File: src/rtl/pipe_pkg.sv
// Shared types and control-bundle field positions for the valid/ready pipeline stage registers.
// A control bundle of all zeros is a NOP: no write enable, no memory access, no redirect.
package pipe_pkg;

  typedef enum logic [1:0] {
    PS_EMPTY = 2'd0,
    PS_ONE   = 2'd1,
    PS_TWO   = 2'd2
  } pipe_state_t;

  localparam int DATA_W_DEFAULT = 96;
  localparam int CTRL_W_DEFAULT = 16;

  // Bit positions inside the standard 16-bit stage control bundle
  localparam int CTRL_REG_WRITE  = 0;
  localparam int CTRL_MEM_WRITE  = 1;
  localparam int CTRL_MEM_READ   = 2;
  localparam int CTRL_BRANCH     = 3;
  localparam int CTRL_JUMP       = 4;
  localparam int CTRL_ALU_LSB    = 5;
  localparam int CTRL_ALU_MSB    = 8;
  localparam int CTRL_RES_LSB    = 9;
  localparam int CTRL_RES_MSB    = 10;
  localparam int CTRL_ALU_SRC    = 11;
  localparam int CTRL_VEC        = 12;
  localparam int CTRL_EXC        = 13;

  localparam logic [CTRL_W_DEFAULT-1:0] NOP_CTRL = '0;

  function automatic logic [1:0] occ_of(input pipe_state_t st);
    case (st)
      PS_ONE:  return 2'd1;
      PS_TWO:  return 2'd2;
      default: return 2'd0;
    endcase
  endfunction

endpackage

File: src/rtl/pipe_entry.sv
// One held pipeline entry: valid flag plus control and data payload.
// Clear has priority over load and always zeroes the payload, so an invalid entry never carries data.
module pipe_entry #(
  parameter int CTRL_W = 16,
  parameter int DATA_W = 96
) (
  input  logic              clk,
  input  logic              reset,
  input  logic              load,
  input  logic              clear,
  input  logic [CTRL_W-1:0] load_ctrl,
  input  logic [DATA_W-1:0] load_data,
  output logic              valid,
  output logic [CTRL_W-1:0] ctrl,
  output logic [DATA_W-1:0] data
);

  logic              valid_reg;
  logic [CTRL_W-1:0] ctrl_reg;
  logic [DATA_W-1:0] data_reg;

  always_ff @(posedge clk or negedge reset) begin
    if (!reset) begin
      valid_reg <= 1'b0;
      ctrl_reg  <= '0;
      data_reg  <= '0;
    end else if (clear) begin
      valid_reg <= 1'b0;
      ctrl_reg  <= '0;
      data_reg  <= '0;
    end else if (load) begin
      valid_reg <= 1'b1;
      ctrl_reg  <= load_ctrl;
      data_reg  <= load_data;
    end
  end

  assign valid = valid_reg;
  assign ctrl  = ctrl_reg;
  assign data  = data_reg;

endmodule

File: src/rtl/pipe_stage_hs.sv
// Inter-stage pipeline register with valid/ready handshake, synchronous flush and an optional
// second (skid) entry that lets in_ready be registered instead of combinational from out_ready.
module pipe_stage_hs #(
  parameter int DATA_W = 96,
  parameter int CTRL_W = 16,
  parameter int SKID   = 1
) (
  input  logic              clk,
  input  logic              reset,
  input  logic              flush,
  input  logic              in_valid,
  output logic              in_ready,
  input  logic [CTRL_W-1:0] in_ctrl,
  input  logic [DATA_W-1:0] in_data,
  output logic              out_valid,
  input  logic              out_ready,
  output logic [CTRL_W-1:0] out_ctrl,
  output logic [DATA_W-1:0] out_data,
  output logic [1:0]        occupancy
);

  import pipe_pkg::*;

  pipe_state_t state_reg, state_next;

  logic              in_xfer, out_xfer;
  logic              main_load, main_clear, main_from_skid;
  logic              skid_load, skid_clear;
  logic              main_valid, skid_valid;
  logic [CTRL_W-1:0] main_ctrl, skid_ctrl, main_in_ctrl;
  logic [DATA_W-1:0] main_data, skid_data, main_in_data;

  assign in_xfer  = in_valid & in_ready;
  assign out_xfer = main_valid & out_ready;

  always_ff @(posedge clk or negedge reset) begin
    if (!reset) begin
      state_reg <= PS_EMPTY;
    end else begin
      state_reg <= state_next;
    end
  end

  always_comb begin
    state_next     = state_reg;
    main_load      = 1'b0;
    main_clear     = 1'b0;
    main_from_skid = 1'b0;
    skid_load      = 1'b0;
    skid_clear     = 1'b0;
    if (flush) begin
      // Flush beats any concurrent transfer: the accepted input is simply discarded
      state_next = PS_EMPTY;
      main_clear = 1'b1;
      skid_clear = 1'b1;
    end else begin
      case (state_reg)
        PS_EMPTY: begin
          if (in_xfer) begin
            state_next = PS_ONE;
            main_load  = 1'b1;
          end
        end
        PS_ONE: begin
          if (in_xfer && out_xfer) begin
            main_load = 1'b1;
          end else if (in_xfer) begin
            if (SKID != 0) begin
              state_next = PS_TWO;
              skid_load  = 1'b1;
            end
          end else if (out_xfer) begin
            state_next = PS_EMPTY;
            main_clear = 1'b1;
          end
        end
        PS_TWO: begin
          // in_ready is low here, so only the head can move
          if (out_xfer) begin
            state_next     = PS_ONE;
            main_load      = 1'b1;
            main_from_skid = 1'b1;
            skid_clear     = 1'b1;
          end
        end
        default: begin
          state_next = PS_EMPTY;
          main_clear = 1'b1;
          skid_clear = 1'b1;
        end
      endcase
    end
  end

  assign main_in_ctrl = main_from_skid ? skid_ctrl : in_ctrl;
  assign main_in_data = main_from_skid ? skid_data : in_data;

  pipe_entry #(.CTRL_W(CTRL_W), .DATA_W(DATA_W)) u_main (
    .clk       (clk),
    .reset     (reset),
    .load      (main_load),
    .clear     (main_clear),
    .load_ctrl (main_in_ctrl),
    .load_data (main_in_data),
    .valid     (main_valid),
    .ctrl      (main_ctrl),
    .data      (main_data)
  );

  generate
    if (SKID != 0) begin : g_skid
      logic in_ready_reg;

      pipe_entry #(.CTRL_W(CTRL_W), .DATA_W(DATA_W)) u_skid (
        .clk       (clk),
        .reset     (reset),
        .load      (skid_load),
        .clear     (skid_clear),
        .load_ctrl (in_ctrl),
        .load_data (in_data),
        .valid     (skid_valid),
        .ctrl      (skid_ctrl),
        .data      (skid_data)
      );

      // Registered ready: no combinational path from out_ready back upstream
      always_ff @(posedge clk or negedge reset) begin
        if (!reset) begin
          in_ready_reg <= 1'b1;
        end else begin
          in_ready_reg <= (state_next != PS_TWO);
        end
      end

      assign in_ready = in_ready_reg;
    end else begin : g_noskid
      assign skid_valid = 1'b0;
      assign skid_ctrl  = '0;
      assign skid_data  = '0;
      assign in_ready   = !main_valid || out_ready;
    end
  endgenerate

  assign out_valid = main_valid;
  assign out_ctrl  = main_valid ? main_ctrl : '0;
  assign out_data  = main_valid ? main_data : '0;
  assign occupancy = occ_of(state_reg);

endmodule

File: config.mk
export PLATFORM = sky130hd
export DESIGN_NAME = pipe_stage_hs
export DESIGN_NICKNAME = d
export VERILOG_FILES = /design/src/rtl/pipe_pkg.sv /design/src/rtl/pipe_entry.sv /design/src/rtl/pipe_stage_hs.sv
export SDC_FILE = /design/constraint.sdc
export NUM_CORES = 1
export LEC_CHECK = 0
export CAP_MARGIN = 40
export CELL_PAD_IN_SITES_DETAIL_PLACEMENT = 1
export CELL_PAD_IN_SITES_GLOBAL_PLACEMENT = 1
export CORE_AREA = 2 2 148 186
export CTS_CLUSTER_DIAMETER = 200
export CTS_CLUSTER_SIZE = 16
export DETAILED_ROUTE_END_ITERATION = 7
export DIE_AREA = 0 0 150 188
export GPL_ROUTABILITY_DRIVEN = 0
export PLACE_DENSITY_LB_ADDON = 0.1
export SYNTH_ARGS = -nofsm -noshare
export SYNTH_HDL_FRONTEND = slang
export SYNTH_SLANG_ARGS = --single-unit
File: constraint.sdc
create_clock -name clk -period 1.9 [get_ports clk]
set_clock_uncertainty 0.05 [all_clocks]
set_input_delay 0.38 -clock clk [delete_from_list [all_inputs] [get_ports clk]]
set_output_delay 0.38 -clock clk [all_outputs]
set_load 0.01 [all_outputs]
==> impl_metrics.xml <==
<?xml version="1.0" encoding="UTF-8"?>
<metrics>
  <group name="clock_network">
    <metric name="clock_tree.root_cell" unit="">clkbuf_16</metric>
    <metric name="cts_tree" unit="">yes</metric>
    <metric name="htreeDepth" unit="">1</metric>
    <metric name="tritoncts.num_buffers" unit="">18</metric>
    <metric name="number_of_buffers_on_the_longest_clock_path" unit="">3</metric>
    <metric name="clkSlewWorstSetupHoldPaths" unit="ns">0.08</metric>
    <metric name="clock_sink_count" unit="">228</metric>
    <metric name="clock_insertion_delay_worst_skew" unit="ns">0.50</metric>
  </group>
  <group name="status">
    <metric name="failing_checks" unit="">negative setup slack</metric>
    <metric name="run_status" unit="">complete, but fails checks</metric>
  </group>
  <group name="sta">
    <metric name="final.setup.tns" unit="ns">-15.59</metric>
    <metric name="fmax" unit="GHz">0.484</metric>
    <metric name="layout_min_cycle_time" unit="ns">2.06</metric>
    <metric name="grt_setup_unrepaired" unit="">true</metric>
    <metric name="timing.final.hold_violations" unit="">0</metric>
    <metric name="setup-violations-final" unit="">229</metric>
    <metric name="max_slew_margin" unit="">0.677</metric>
    <metric name="post-route-period-util" unit="">1.09</metric>
    <metric name="setup_ws" unit="ns">-0.165</metric>
    <metric name="slew_viol_final" unit="">0</metric>
    <metric name="worst_pin_slew" unit="ns">0.485</metric>
  </group>
  <group name="hold_path">
    <metric name="worstHoldEndpoint" unit="">state_reg[0]</metric>
    <metric name="hp-start" unit="">flush</metric>
    <metric name="hold_class" unit="">in -&gt; reg</metric>
    <metric name="hold_path_depth" unit="">3</metric>
  </group>
  <group name="critical_path">
    <metric name="cp.required" unit="ns">1.47</metric>
    <metric name="timing.reg2reg.worst_path_depth" unit="">9</metric>
    <metric name="endpoint_kind" unit="">output port</metric>
    <metric name="startpoint_type" unit="">flip-flop</metric>
    <metric name="critical_path.reg2reg.startpoint" unit="">u_main.valid</metric>
    <metric name="crit_type" unit="">reg -&gt; out</metric>
    <metric name="worst_ep_arrival_time" unit="ns">1.63</metric>
    <metric name="r2r_slack" unit="ns">-0.11</metric>
    <metric name="worstReg2RegEnd" unit="">g_skid.u_skid.data[67]</metric>
    <metric name="crit_path_max_fanout" unit="">7</metric>
  </group>
  <group name="global_route">
    <metric name="grt_antenna_before_repair" unit="">2</metric>
    <metric name="grt_first_pass_wirelength" unit="um">51200</metric>
    <metric name="first_global_vias" unit="">9232</metric>
    <metric name="overflow" unit="">0</metric>
    <metric name="total_track_usage" unit="">0.228</metric>
    <metric name="grt_start_max_net_pins" unit="">55</metric>
  </group>
  <group name="cells_and_area">
    <metric name="final_layout_size_suffix_gt1_frac" unit="">0.246</metric>
    <metric name="area_growth_syn_to_layout" unit="%">45.2</metric>
    <metric name="final_nets" unit="">1390</metric>
    <metric name="finalNonFillerCells" unit="">1625</metric>
  </group>
  <group name="placement">
    <metric name="dp.final_hpwl" unit="um">19800</metric>
    <metric name="post-place-cells" unit="">1556</metric>
    <metric name="io_buffers" unit="">232</metric>
  </group>
  <group name="floorplanning">
    <metric name="num_rows" unit="">67</metric>
    <metric name="die_height" unit="um">188</metric>
    <metric name="initial_utilization" unit="">0.385</metric>
    <metric name="die_width" unit="um">150</metric>
    <metric name="core-area" unit="um^2">26500</metric>
    <metric name="floorplan.io_pins" unit="">233</metric>
    <metric name="die_area" unit="um^2">28200</metric>
  </group>
  <group name="synth">
    <metric name="async_reset_ff_frac" unit="">1.00</metric>
    <metric name="yosys-top-cells-area" unit="">dfrtp_1, a221o_1, and2_1</metric>
    <metric name="synthesis.nets" unit="">1129</metric>
    <metric name="total_of_flip_flops_plus_latches_after_synthesis" unit="">228</metric>
    <metric name="synth.yosys.warnings" unit="">0</metric>
    <metric name="synth_enable_flop_cells" unit="">0</metric>
    <metric name="synth_ff_type" unit="">dfrtp_1</metric>
    <metric name="register_area_share_after_synthesis" unit="">0.560</metric>
    <metric name="post_synth_num_cell_types" unit="">26</metric>
    <metric name="mean_area_per_synthesized_cell" unit="um^2">10.1</metric>
    <metric name="yosysTopAreaCellShare" unit="">0.558</metric>
    <metric name="post_synth_inst_count" unit="">1012</metric>
    <metric name="mapped_area" unit="um^2">10200</metric>
    <metric name="synth_top_cell_by_area" unit="">dfrtp_1</metric>
  </group>
  <group name="drt">
    <metric name="avgRoutedWirePerCell" unit="um">21.4</metric>
    <metric name="detail_route.drc_violations" unit="">0</metric>
    <metric name="route.detailed.vias_per_inst" unit="">5.41</metric>
    <metric name="detail-route-antenna-nets" unit="">0</metric>
    <metric name="firstDrtPassIters" unit="">5</metric>
    <metric name="drt-initial-drc-count" unit="">406</metric>
    <metric name="postRouteWirelength" unit="um">34800</metric>
    <metric name="routed-via-count" unit="">8797</metric>
  </group>
  <group name="flow_run">
    <metric name="drv.max_cap_violation_count" unit="">0</metric>
  </group>
  <group name="power_and_ir_drop">
    <metric name="peakVddDrop" unit="mV">0.472</metric>
    <metric name="power-per-cell-area" unit="nW/um^2">793</metric>
    <metric name="totalPowerFinal" unit="W">0.0117</metric>
    <metric name="power.static_leakage" unit="nW">6.63</metric>
  </group>
</metrics>
-- worst max-delay path by stage --
stage | from | to | slack [ns] | depth (start not counted)
floorplan | in_ready | u_main.data[15] | 0.19 | 6
global placement | in_valid | g_skid.u_skid.data[6] | -0.22 | 7
detailed placement | out_ready | g_skid.u_skid.data[67] | -0.30 | 6
CTS | u_main.valid | out_ctrl[7] | -0.17 | 4
global route | u_main.valid | out_data[9] | -0.21 | 5
finish | u_main.valid | out_data[2] | -0.16 | 4
-- cells by family after synthesis --
family          Yosys count  synth area share
compound gates          233             0.171
xor+xnor                  1          0.000860
flops                   228             0.560
simple gates            463             0.229
buf+inv                  87            0.0381
-- worst max-delay path, cell delays in order, from the launching register on --
cell	delay, ns
dfrtp_2	0.43
buf_12	0.16
bufbuf_16	0.27
and2_1	0.13
buf_2	0.14
-- cell usage after synthesis (2+ instances only) --
| library cell | n |
|---|---|
| nand2b_1 | 113 |
| buf_2 | 49 |
| nand2_1 | 117 |
| dfrtp_1 | 227 |
| o21ai_1 | 104 |
| a221o_1 | 112 |
| clkbuf_1 | 34 |
| buf_1 | 2 |
| o21ai_0 | 9 |
| inv_1 | 2 |
| nor2_1 | 115 |
| and2_1 | 113 |
| a21oi_1 | 2 |
-- layout by cell type (no fill, tap or decap), types with 21 or more instances in the layout --
master	instances
nor2_1	115
nand2_1	105
o21ai_1	104
and2_4	57
buf_6	59
and2_1	56
buf_2	62
a221o_1	112
nand2b_1	113
buf_12	34
clkdlybuf4s50_1	114
clkbuf_16	35
buf_4	21
dfrtp_1	226
-- power by group --
group / switching, W / total, W / internal, W
clock network: 0.00178 / 0.00362 / 0.00184
registers: 0.000194 / 0.00541 / 0.00521
logic: 0.00130 / 0.00271 / 0.00140
-- area by class of cell --
class | instances | area, um^2
sequential | 228 | 5710
tap | 345 | 432
antenna | 1 | 2.50
fill | 2872 | 11700
multi-input combinational | 697 | 4350
clock buffer | 25 | 498
inverter | 2 | 7.51
timing repair buffer | 326 | 3780
clock inverter | 1 | 16.3
-- repair_timing --
| item | in CTS | in global routing |
|---|---|---|
| hold endpoints to repair | 42 | 0 |
| gates cloned | 9 | 22 |
| hold buffers | 1 | 0 |
| setup buffers | 5 | 5 |
| gates resized for setup | 558 | 87 |
| endpoints found under the setup margin | 228 | 339 |
| pin swaps | 2 | 2 |
-- metrics by stage --
stage	setup WS (ns)	hold slack (ns)	cell area, um^2	util
3_5_place_dp	-0.295	0.276	13300	0.503
5_1_grt	-0.209	0.322	14800	0.558
3_3_place_gp	-0.220	0.279	13300	0.503
2_1_floorplan	0.191	0.0344	10200	-
4_1_cts	-0.173	0.299	14000	0.529
6_report	-0.165	0.304	14800	0.558
-- routing by layer --
metal  vias up  wire (um)  track usage
li1       3988          -            -
met1      4529      14600        0.300
met2       232      17800        0.393
met3        46       1720       0.0282
met4         2        798       0.0657
met5         -         16            0
Note: power is estimated with default switching activity, not from simulation.
